### src/rtl/rv32i_pkg.sv
// Shared rv32i core types used by the writeback stage.
// Related build option: RV32I_WB_SCOREBOARD_EN (see reg_writeback).
package rv32i;

    typedef enum logic {
        REG_IDLE = 1'b0,
        REG_WE   = 1'b1
    } reg_we_e;

    typedef struct packed {
        logic [4:0]  rd;
        logic [31:0] data;
    } wb_entry_t;

    localparam logic [4:0] REG_ZERO = 5'd0;

endpackage

### src/rtl/wb_load_fifo.sv
// Load-response buffer for the writeback stage: synchronous FIFO of wb_entry_t.
// A push while full is taken only together with a pop, so occupancy stays put.
module wb_load_fifo
    import rv32i::*;
#(
    parameter int unsigned DEPTH = 2
) (
    input  logic      clk,
    input  logic      reset_n,
    input  logic      push,
    input  wb_entry_t push_entry,
    input  logic      pop,
    output wb_entry_t head,
    output logic      full,
    output logic      empty
);

    localparam int unsigned AW = (DEPTH > 1) ? $clog2(DEPTH) : 1;
    localparam logic [AW:0] FULL_CNT = (AW + 1)'(DEPTH);

    wb_entry_t      mem_q [DEPTH];
    wb_entry_t      mem_d [DEPTH];
    logic [AW-1:0]  wr_ptr_q, wr_ptr_d;
    logic [AW-1:0]  rd_ptr_q, rd_ptr_d;
    logic [AW:0]    count_q, count_d;
    logic           do_push, do_pop;

    assign full    = (count_q == FULL_CNT);
    assign empty   = (count_q == '0);
    assign head    = mem_q[rd_ptr_q];
    assign do_pop  = pop && !empty;
    assign do_push = push && (!full || do_pop);

    always_comb begin
        mem_d    = mem_q;
        wr_ptr_d = wr_ptr_q;
        rd_ptr_d = rd_ptr_q;
        count_d  = count_q;
        if (do_push) begin
            mem_d[wr_ptr_q] = push_entry;
            wr_ptr_d        = wr_ptr_q + 1'b1;
        end
        if (do_pop) begin
            rd_ptr_d = rd_ptr_q + 1'b1;
        end
        case ({do_push, do_pop})
            2'b10:   count_d = count_q + 1'b1;
            2'b01:   count_d = count_q - 1'b1;
            default: count_d = count_q;
        endcase
    end

    always_ff @(posedge clk or negedge reset_n) begin
        if (!reset_n) begin
            for (int unsigned i = 0; i < DEPTH; i++) begin
                mem_q[i] <= '0;
            end
            wr_ptr_q <= '0;
            rd_ptr_q <= '0;
            count_q  <= '0;
        end else begin
            mem_q    <= mem_d;
            wr_ptr_q <= wr_ptr_d;
            rd_ptr_q <= rd_ptr_d;
            count_q  <= count_d;
        end
    end

endmodule

### src/rtl/reg_writeback.sv
// rv32i writeback: merges ALU results and buffered load responses into one registered
// register-file write per cycle. RV32I_WB_SCOREBOARD_EN adds the load busy scoreboard.
module reg_writeback
    import rv32i::*;
#(
    parameter int unsigned LQ_DEPTH = 2
) (
    input  logic        clk,
    input  logic        reset_n,
    input  logic        alu_valid,
    input  logic [4:0]  alu_rd,
    input  logic [31:0] alu_data,
    input  logic        lsu_valid,
    output logic        lsu_ready,
    input  logic [4:0]  lsu_rd,
    input  logic [31:0] lsu_data,
    input  logic        ld_issue,
    input  logic [4:0]  ld_rd,
    input  logic [4:0]  rs1_addr,
    input  logic [4:0]  rs2_addr,
    output logic        rs1_busy,
    output logic        rs2_busy,
    output reg_we_e     we,
    output logic [4:0]  rd_addr,
    output logic [31:0] rd_data
);

    reg_we_e     we_q, we_d;
    logic [4:0]  rd_addr_q, rd_addr_d;
    logic [31:0] rd_data_q, rd_data_d;

    logic        alu_win, fifo_win, direct_win;
    logic        fifo_push, fifo_full, fifo_empty;
    wb_entry_t   fifo_head, ld_wr;

    assign alu_win    = alu_valid && (alu_rd != REG_ZERO);
    assign fifo_win   = !alu_win && !fifo_empty;
    assign direct_win = !alu_win && fifo_empty && lsu_valid;
    assign ld_wr      = fifo_win ? fifo_head : wb_entry_t'{rd: lsu_rd, data: lsu_data};
    assign lsu_ready  = !fifo_full;
    assign fifo_push  = lsu_valid && lsu_ready && !direct_win;

    wb_load_fifo #(
        .DEPTH (LQ_DEPTH)
    ) u_load_fifo (
        .clk        (clk),
        .reset_n    (reset_n),
        .push       (fifo_push),
        .push_entry (wb_entry_t'{rd: lsu_rd, data: lsu_data}),
        .pop        (fifo_win),
        .head       (fifo_head),
        .full       (fifo_full),
        .empty      (fifo_empty)
    );

    // Loads to x0 are still consumed (popped / not pushed) but never raise we.
    always_comb begin
        we_d      = REG_IDLE;
        rd_addr_d = rd_addr_q;
        rd_data_d = rd_data_q;
        if (alu_win) begin
            we_d      = REG_WE;
            rd_addr_d = alu_rd;
            rd_data_d = alu_data;
        end else if ((fifo_win || direct_win) && (ld_wr.rd != REG_ZERO)) begin
            we_d      = REG_WE;
            rd_addr_d = ld_wr.rd;
            rd_data_d = ld_wr.data;
        end
    end

    always_ff @(posedge clk or negedge reset_n) begin
        if (!reset_n) begin
            we_q      <= REG_IDLE;
            rd_addr_q <= '0;
            rd_data_q <= '0;
        end else begin
            we_q      <= we_d;
            rd_addr_q <= rd_addr_d;
            rd_data_q <= rd_data_d;
        end
    end

    assign we      = we_q;
    assign rd_addr = rd_addr_q;
    assign rd_data = rd_data_q;

`ifdef RV32I_WB_SCOREBOARD_EN
    logic [31:0] busy_q, busy_d;
    logic        ld_clr;

    assign ld_clr = (fifo_win || direct_win) && (ld_wr.rd != REG_ZERO);

    // Set is applied after clear so a same-cycle reissue keeps the register busy.
    always_comb begin
        busy_d = busy_q;
        if (ld_clr) begin
            busy_d[ld_wr.rd] = 1'b0;
        end
        if (ld_issue && (ld_rd != REG_ZERO)) begin
            busy_d[ld_rd] = 1'b1;
        end
    end

    always_ff @(posedge clk or negedge reset_n) begin
        if (!reset_n) begin
            busy_q <= '0;
        end else begin
            busy_q <= busy_d;
        end
    end

    assign rs1_busy = (rs1_addr != REG_ZERO) && busy_q[rs1_addr];
    assign rs2_busy = (rs2_addr != REG_ZERO) && busy_q[rs2_addr];
`else
    logic unused_sb;
    assign unused_sb = ^{ld_issue, ld_rd, rs1_addr, rs2_addr};
    assign rs1_busy  = 1'b0;
    assign rs2_busy  = 1'b0;
`endif

endmodule
### config.mk
export PLATFORM = sky130hd
export DESIGN_NAME = reg_writeback
export DESIGN_NICKNAME = d
export VERILOG_FILES = /design/src/rtl/rv32i_pkg.sv /design/src/rtl/wb_load_fifo.sv /design/src/rtl/reg_writeback.sv
export SDC_FILE = /design/constraint.sdc
export NUM_CORES = 1
export LEC_CHECK = 0
export CAP_MARGIN = 20
export CORE_UTILIZATION = 46
export CTS_CLUSTER_SIZE = 28
export DETAILED_ROUTE_END_ITERATION = 7
export GPL_TIMING_DRIVEN = 0
export PLACE_DENSITY_LB_ADDON = 0.08
export SKIP_LAST_GASP = 1
export SLEW_MARGIN = 5
export SYNTH_ARGS = -nofsm -noshare
export SYNTH_HDL_FRONTEND = slang
export SYNTH_HIERARCHICAL = 1
export SYNTH_SLANG_ARGS = --single-unit
### constraint.sdc
create_clock -name clk -period 2.4 [get_ports clk]
set_input_delay 0.6 -clock clk [delete_from_list [all_inputs] [get_ports clk]]
set_output_delay 0.6 -clock clk [all_outputs]
set_load 0.01 [all_outputs]
==> flow_metrics.tcl, run 1 <==
set metrics [dict create \
    grt_pass1_vias 4145 \
    nets 653 \
    cap_viol_max_count 0 \
    path_clk_slew_ns 0.05 \
    synthCells 407 \
    yosysMostFrequentCell "mux2_2" \
    dp_hpwl_um 8620 \
    ctsHoldBuffers 0 \
    gp_congestion 0.775 \
    start_util 0.471 \
    vias 3821 \
    synth_flop_cell "dfrtp_1" \
    cellPowerDensity_nw_per_um2 1370 \
    drv_slew 0 \
    diodes 0 \
    fin_crit_sh 0.978 \
    worstMarginPinSlew_ns 0.661 \
    rows 41 \
    min_path_type "in2async" \
    reg2reg_slack_ns 0.11 \
    critical_path_arrival_ns 2.64 \
    grt_overflow 0 \
    finalHoldViolCount 0 \
    portBuffers 116 \
    required_ns 2.69 \
    track_usage 0.210 \
    fin_skew_ns 0.00635 \
    route.antenna.remaining_nets 0 \
    synthTopCellsByArea "dfrtp_1, mux2_2, mux2_4, buf_6, buf_4" \
    synthTopCellsByCount "mux2_2, dfrtp_1, mux2_4, clkbuf_1, nand2_1" \
    first_pass_iters 4 \
    grt_max_degree 81 \
    io_pins 135 \
    core_um2 12600 \
    yosysSeqAreaShare 0.488 \
    clock_path_buffers 2 \
    htreeDepth 4 \
    via_per_inst 5.14 \
    antenna_found_initial 0 \
    path_common_cell "buf_12" \
    cts_buffers 17 \
    path_max_fanout 5 \
    final_cells 743 \
    yosysUniqueCellTypes 38 \
    worstPathCellList "clkdlybuf4s15_1 -> or4_4 -> o21ai_4 -> nand2_1 -> and3_4 -> inv_4 -> nor3_2 -> buf_6 -> buf_12 -> buf_12 -> mux2_4" \
    synth-edff-count 0 \
    grt_setup_unrepaired "no" \
    status "finished clean" \
    tritoncts "built" \
    syn-cell-area_um2 5950 \
    area_growth_pct 38.5 \
    grt_first_pass_wirelength_um 20900 \
    die_y_um 116 \
    drt_iter0_drc 134 \
    end_kind "register" \
    slew_headroom 0.560 \
    clk_latency_ns 0.42 \
    cts_root_buffer "clkbuf_16" \
    clock-sinks 116 \
    ys_seq_elements 116 \
    finalWirelength_um 13000 \
    wl_per_cell_um 17.5 \
    avgSynthCellArea_um2 14.6 \
    setup_viol 0 \
    yosys.area.top_type "dfrtp_1" \
    drc 0 \
    dieWidth_um 116 \
    clock.fmax_mhz 426 \
    fp.dieArea_um2 13400 \
    async_flop_share 1.00 \
    worst-setup-path-type "in2reg" \
    cp-start-kind "primary input" \
    utilization 0.653 \
    ys_warn_count 6 \
    synth_top_area_frac 0.488 \
    dp_cells 697 \
    tns_ns 0 \
    peakVddDrop_mv 0.718 \
    critical-path-slowest-cell "or4_4" \
    post-route-min-period_ns 2.35 \
    layout-drive-gt1-share 0.510 \
    p_leak_nw 3.53 \
    crit_path_max_incr_delay_ns 0.55 \
]
[logic make-up (layout without fill, tap and decap cells)]
logic type	after synthesis	in the layout	synth area share
mux	215	215	0.431
flops	116	116	0.488
buf+inv	30	193	0.0305
simple gates	27	27	0.0280
compound gates	16	16	0.0187
xor+xnor	2	2	0.00295
other cells	1	2	0.000631
[per-stage QoR]
step	area (µm²)	hold WS (ns)	power [mW]	setup WS, ns
3_5_place_dp	7380	0.474	8.46	-1.10
6_report	8240	0.0795	11.3	0.0519
2_1_floorplan	5970	0.304	6.91	-0.214
4_1_cts	8230	0.0862	11.3	0.00921
5_1_grt	8240	0.0970	11.9	0.00705
3_3_place_gp	7350	0.462	8.32	-3.81
[final cells by class]
class                      instances  area (µm²)
buffer                            24         229
clock buffer                      28         537
clock inverter                     3        40.0
fill                            1001        4380
inverter                           4        17.5
multi-input combinational        262        2900
sequential                       116        2900
tap                              172         215
timing repair buffer             134        1390
[state kept, by name, indices dropped and copies added, names as in the netlist]
| register | flops |
|---|---|
| we | 1 |
| u_load_fifo/wr_ptr_q | 1 |
| rd_addr | 5 |
| rd_data | 32 |
| u_load_fifo/mem_q | 74 |
| u_load_fifo/rd_ptr_q | 1 |
| u_load_fifo/count_q | 2 |
[layer usage]
metal,global-route usage,wire length (µm),vias to the layer above
met3,0.0601,561,20
li1,-,-,1781
met5,0,0,-
met4,0.0821,231,0
met1,0.255,5760,1932
met2,0.353,6420,88
[worst paths after layout]
| kind | start | end | cells past startpoint |
|---|---|---|---|
| min in group clk | u_load_fifo/mem_q[5]$_DFFE_PN0P_ | u_load_fifo/mem_q[5]$_DFFE_PN0P_ | 1 |
| max in group asynchronous | reset_n | rd_data[13]$_DFFE_PN0P_ | 2 |
| min reg2reg | u_load_fifo/mem_q[5]$_DFFE_PN0P_ | u_load_fifo/mem_q[5]$_DFFE_PN0P_ | 1 |
| max reg2reg | u_load_fifo/rd_ptr_q$_DFFE_PN0P_ | rd_data[3]$_DFFE_PN0P_ | 9 |
| min | reset_n | u_load_fifo/mem_q[58]$_DFFE_PN0P_ | 1 |
| max | alu_rd[3] | u_load_fifo/mem_q[59]$_DFFE_PN0P_ | 11 |
[cells in the final DEF (no fill, tap or decap), types with 3 or more instances in the layout]
master / instances
buf_12: 5
buf_16: 3
buf_2: 3
buf_4: 18
buf_6: 9
clkbuf_1: 5
clkbuf_16: 17
clkbuf_2: 4
clkbuf_8: 8
clkdlybuf4s50_1: 109
dfrtp_1: 116
inv_1: 3
mux2_1: 3
mux2_2: 168
mux2_4: 40
mux2i_1: 4
nand2_1: 7
nor2_4: 3
nor3_1: 3
o21ai_0: 6
[power by group]
| part | internal, mW | leakage (nW) | switching, mW | total (mW) |
|---|---|---|---|---|
| Combinational | 3.46 | 1.88 | 1.88 | 5.34 |
| Sequential | 2.97 | 1.37 | 0.504 | 3.47 |
| Clock | 1.61 | 0.286 | 0.837 | 2.44 |
| Total | 8.04 | 3.53 | 3.22 | 11.3 |
[what timing repair did]
item	CTS	global route
gates resized for setup	38	9
setup endpoints to repair	115	70
pin swaps	7	7
setup buffers	15	0
gates cloned	2	0
[worst max-delay path: cells and delay by family]
family | cells | cell delay [ns]
AOI/OAI and AO/OA | 1 | 0.23
buffers and inverters | 5 | 0.67
muxes | 1 | 0.29
and+or+nand+nor | 4 | 0.85
No activity file was read; power rests on OpenSTA's default activity.
==> run 2: changes to the inputs <==
--- a/config.mk
+++ b/config.mk
@@ -7,7 +7,7 @@
 export LEC_CHECK = 0
 export CAP_MARGIN = 20
 export CORE_UTILIZATION = 46
-export CTS_CLUSTER_SIZE = 28
+export CTS_CLUSTER_SIZE = 20
 export DETAILED_ROUTE_END_ITERATION = 7
 export GPL_TIMING_DRIVEN = 0
 export PLACE_DENSITY_LB_ADDON = 0.08
==> results of run 2 <==
The final DEF is identical to that of run 1; final timing and power are the same.
==> run 3: changes to the inputs <==
--- a/config.mk
+++ b/config.mk
@@ -6,13 +6,14 @@
 export NUM_CORES = 1
 export LEC_CHECK = 0
 export CAP_MARGIN = 20
-export CORE_UTILIZATION = 46
+export CORE_UTILIZATION = 45
+export CTS_CLUSTER_DIAMETER = 50
 export CTS_CLUSTER_SIZE = 20
 export DETAILED_ROUTE_END_ITERATION = 7
 export GPL_TIMING_DRIVEN = 0
 export PLACE_DENSITY_LB_ADDON = 0.08
 export SKIP_LAST_GASP = 1
-export SLEW_MARGIN = 5
+export SLEW_MARGIN = 20
 export SYNTH_ARGS = -nofsm -noshare
 export SYNTH_HDL_FRONTEND = slang
 export SYNTH_HIERARCHICAL = 1
==> flow_metrics.tcl, run 3 (synthesis results as in run 1) <==
set metrics [dict create \
    post-route-min-period_ns 2.34 \
    final_common_cell "mux2_2" \
    reg2reg_slack_ns 0.09 \
    cp-start-kind "primary input" \
    largest-register "u_load_fifo/mem_q" \
    drv_slew 0 \
    grt_overflow 0 \
    clock_path_buffers 2 \
    layout_common_cells "mux2_2, dfrtp_1, clkdlybuf4s50_1, mux2_4, buf_4" \
    tritoncts "built" \
    endpoint "u_load_fifo/mem_q[57]$_DFFE_PN0P_" \
    htreeDepth 4 \
    grt_first_pass_wirelength_um 21300 \
    grt_pass1_vias 4129 \
    dieWidth_um 117 \
    worstMarginPinSlew_ns 0.622 \
    cts_root_buffer "clkbuf_16" \
    route.antenna.remaining_nets 0 \
    start_util 0.465 \
    critical_path_arrival_ns 2.64 \
    largest_reg_flops 74 \
    clock.fmax_mhz 427 \
    clk_latency_ns 0.42 \
    core_um2 12800 \
    peakVddDrop_mv 0.758 \
    die_y_um 117 \
    grt_setup_unrepaired "no" \
    cpLargestDelayFamily "simple AND/OR/NAND/NOR gates" \
    power_mw 11.3 \
    crit_path_max_incr_delay_ns 0.57 \
    wl_per_cell_um 17.8 \
    cts_buffers 17 \
    gp_congestion 0.767 \
    cap_viol_max_count 0 \
    track_usage 0.214 \
    required_ns 2.70 \
    path_max_fanout 6 \
    seqCellArea_um2 2900 \
    finalHoldViolCount 0 \
    place_ws_ns -1.09 \
    setup_viol 0 \
    drt_iter0_drc 104 \
    min_path_type "in2async" \
    p_leak_nw 3.60 \
    path_common_cell "buf_6" \
    setup_slack_ns 0.0570 \
    finalWirelength_um 13500 \
    dp_hpwl_um 8790 \
    io_pins 135 \
    r2r_end "rd_data[7]$_DFFE_PN0P_" \
    end_kind "register" \
    reg2reg_depth 9 \
    layout-drive-gt1-share 0.521 \
    path_clk_slew_ns 0.05 \
    diodes 0 \
    fin_crit_sh 0.976 \
    rows 41 \
    via_per_inst 5.11 \
    grt_max_degree 81 \
    drc 0 \
    clock-sinks 116 \
    fp.dieArea_um2 13700 \
    worstPathCellList "buf_2 -> or4_4 -> o21ai_4 -> nand2_1 -> and3_4 -> buf_6 -> inv_4 -> nor3_2 -> buf_6 -> buf_6 -> buf_12 -> mux2_4" \
    tns_ns 0 \
    slew_headroom 0.585 \
    vias 3867 \
    worst-setup-path-type "in2reg" \
    cellPowerDensity_nw_per_um2 1360 \
    area_growth_pct 40.6 \
    multiInputGateArea_um2 2910 \
    critical-path-slowest-cell "or4_4" \
    cp.depth 12 \
    r2r_start "u_load_fifo/rd_ptr_q$_DFFE_PN0P_" \
    nets 666 \
    fin_skew_ns 0.00796 \
    status "finished clean" \
    portBuffers 116 \
    n_fill_cell 963 \
    first_pass_iters 4 \
    crit_buf_inv 6 \
    crit_start "alu_rd[4]" \
    antenna_found_initial 0 \
]
==> run 3: final cells by class <==
class,count,share of cell area
sequential,116,0.347
clock buffer,28,0.0618
clock inverter,4,0.00240
buffer,24,0.0307
multi-input combinational,262,0.349
inverter,4,0.00210
tap,172,0.0257
timing repair buffer,147,0.181
==> run 3: how the worst min path moves through the flow <==
stage	cells past startpoint	end	startpoint
2_1_floorplan	0	rd_addr[0]$_DFFE_PN0P_	reset_n
3_3_place_gp	1	u_load_fifo/mem_q[34]$_DFFE_PN0P_	u_load_fifo/mem_q[34]$_DFFE_PN0P_
3_5_place_dp	1	u_load_fifo/mem_q[6]$_DFFE_PN0P_	u_load_fifo/mem_q[6]$_DFFE_PN0P_
4_1_cts	1	u_load_fifo/mem_q[56]$_DFFE_PN0P_	reset_n
5_1_grt	1	u_load_fifo/mem_q[58]$_DFFE_PN0P_	reset_n
6_report	1	u_load_fifo/mem_q[56]$_DFFE_PN0P_	reset_n
==> run 3: layer usage <==
metal | GRT usage | vias to the layer above | part of all wire
met5 | 0 | - | 0
met1 | 0.258 | 1953 | 0.43
met3 | 0.0628 | 20 | 0.046
li1 | - | 1804 | -
met2 | 0.358 | 90 | 0.50
met4 | 0.0928 | 0 | 0.017
==> run 3: where the power goes <==
group / switching, mW / internal, mW
Clock: 0.842 / 1.45
Combinational: 1.96 / 3.61
Sequential: 0.514 / 2.97
==> run 3: repair_timing <==
| action | 4_1_cts | 5_1_grt |
|---|---|---|
| pin swaps | 6 | 4 |
| setup buffers | 23 | 4 |
| setup endpoints to repair | 115 | 69 |
| gates cloned | 3 | 0 |
| hold buffers | 0 | 0 |
| gates resized for setup | 58 | 3 |
==> run 3: through the flow <==
step | instance area (µm²) | utilization | hold WS [ns] | instances
6_report | 8360 | 0.654 | 0.0695 | 757
5_1_grt | 8360 | 0.654 | 0.0945 | 757
4_1_cts | 8330 | 0.652 | 0.0711 | 754
3_5_place_dp | 7380 | 0.578 | 0.473 | 697
3_3_place_gp | 7350 | 0.575 | 0.461 | 696
2_1_floorplan | 5970 | - | 0.304 | 408
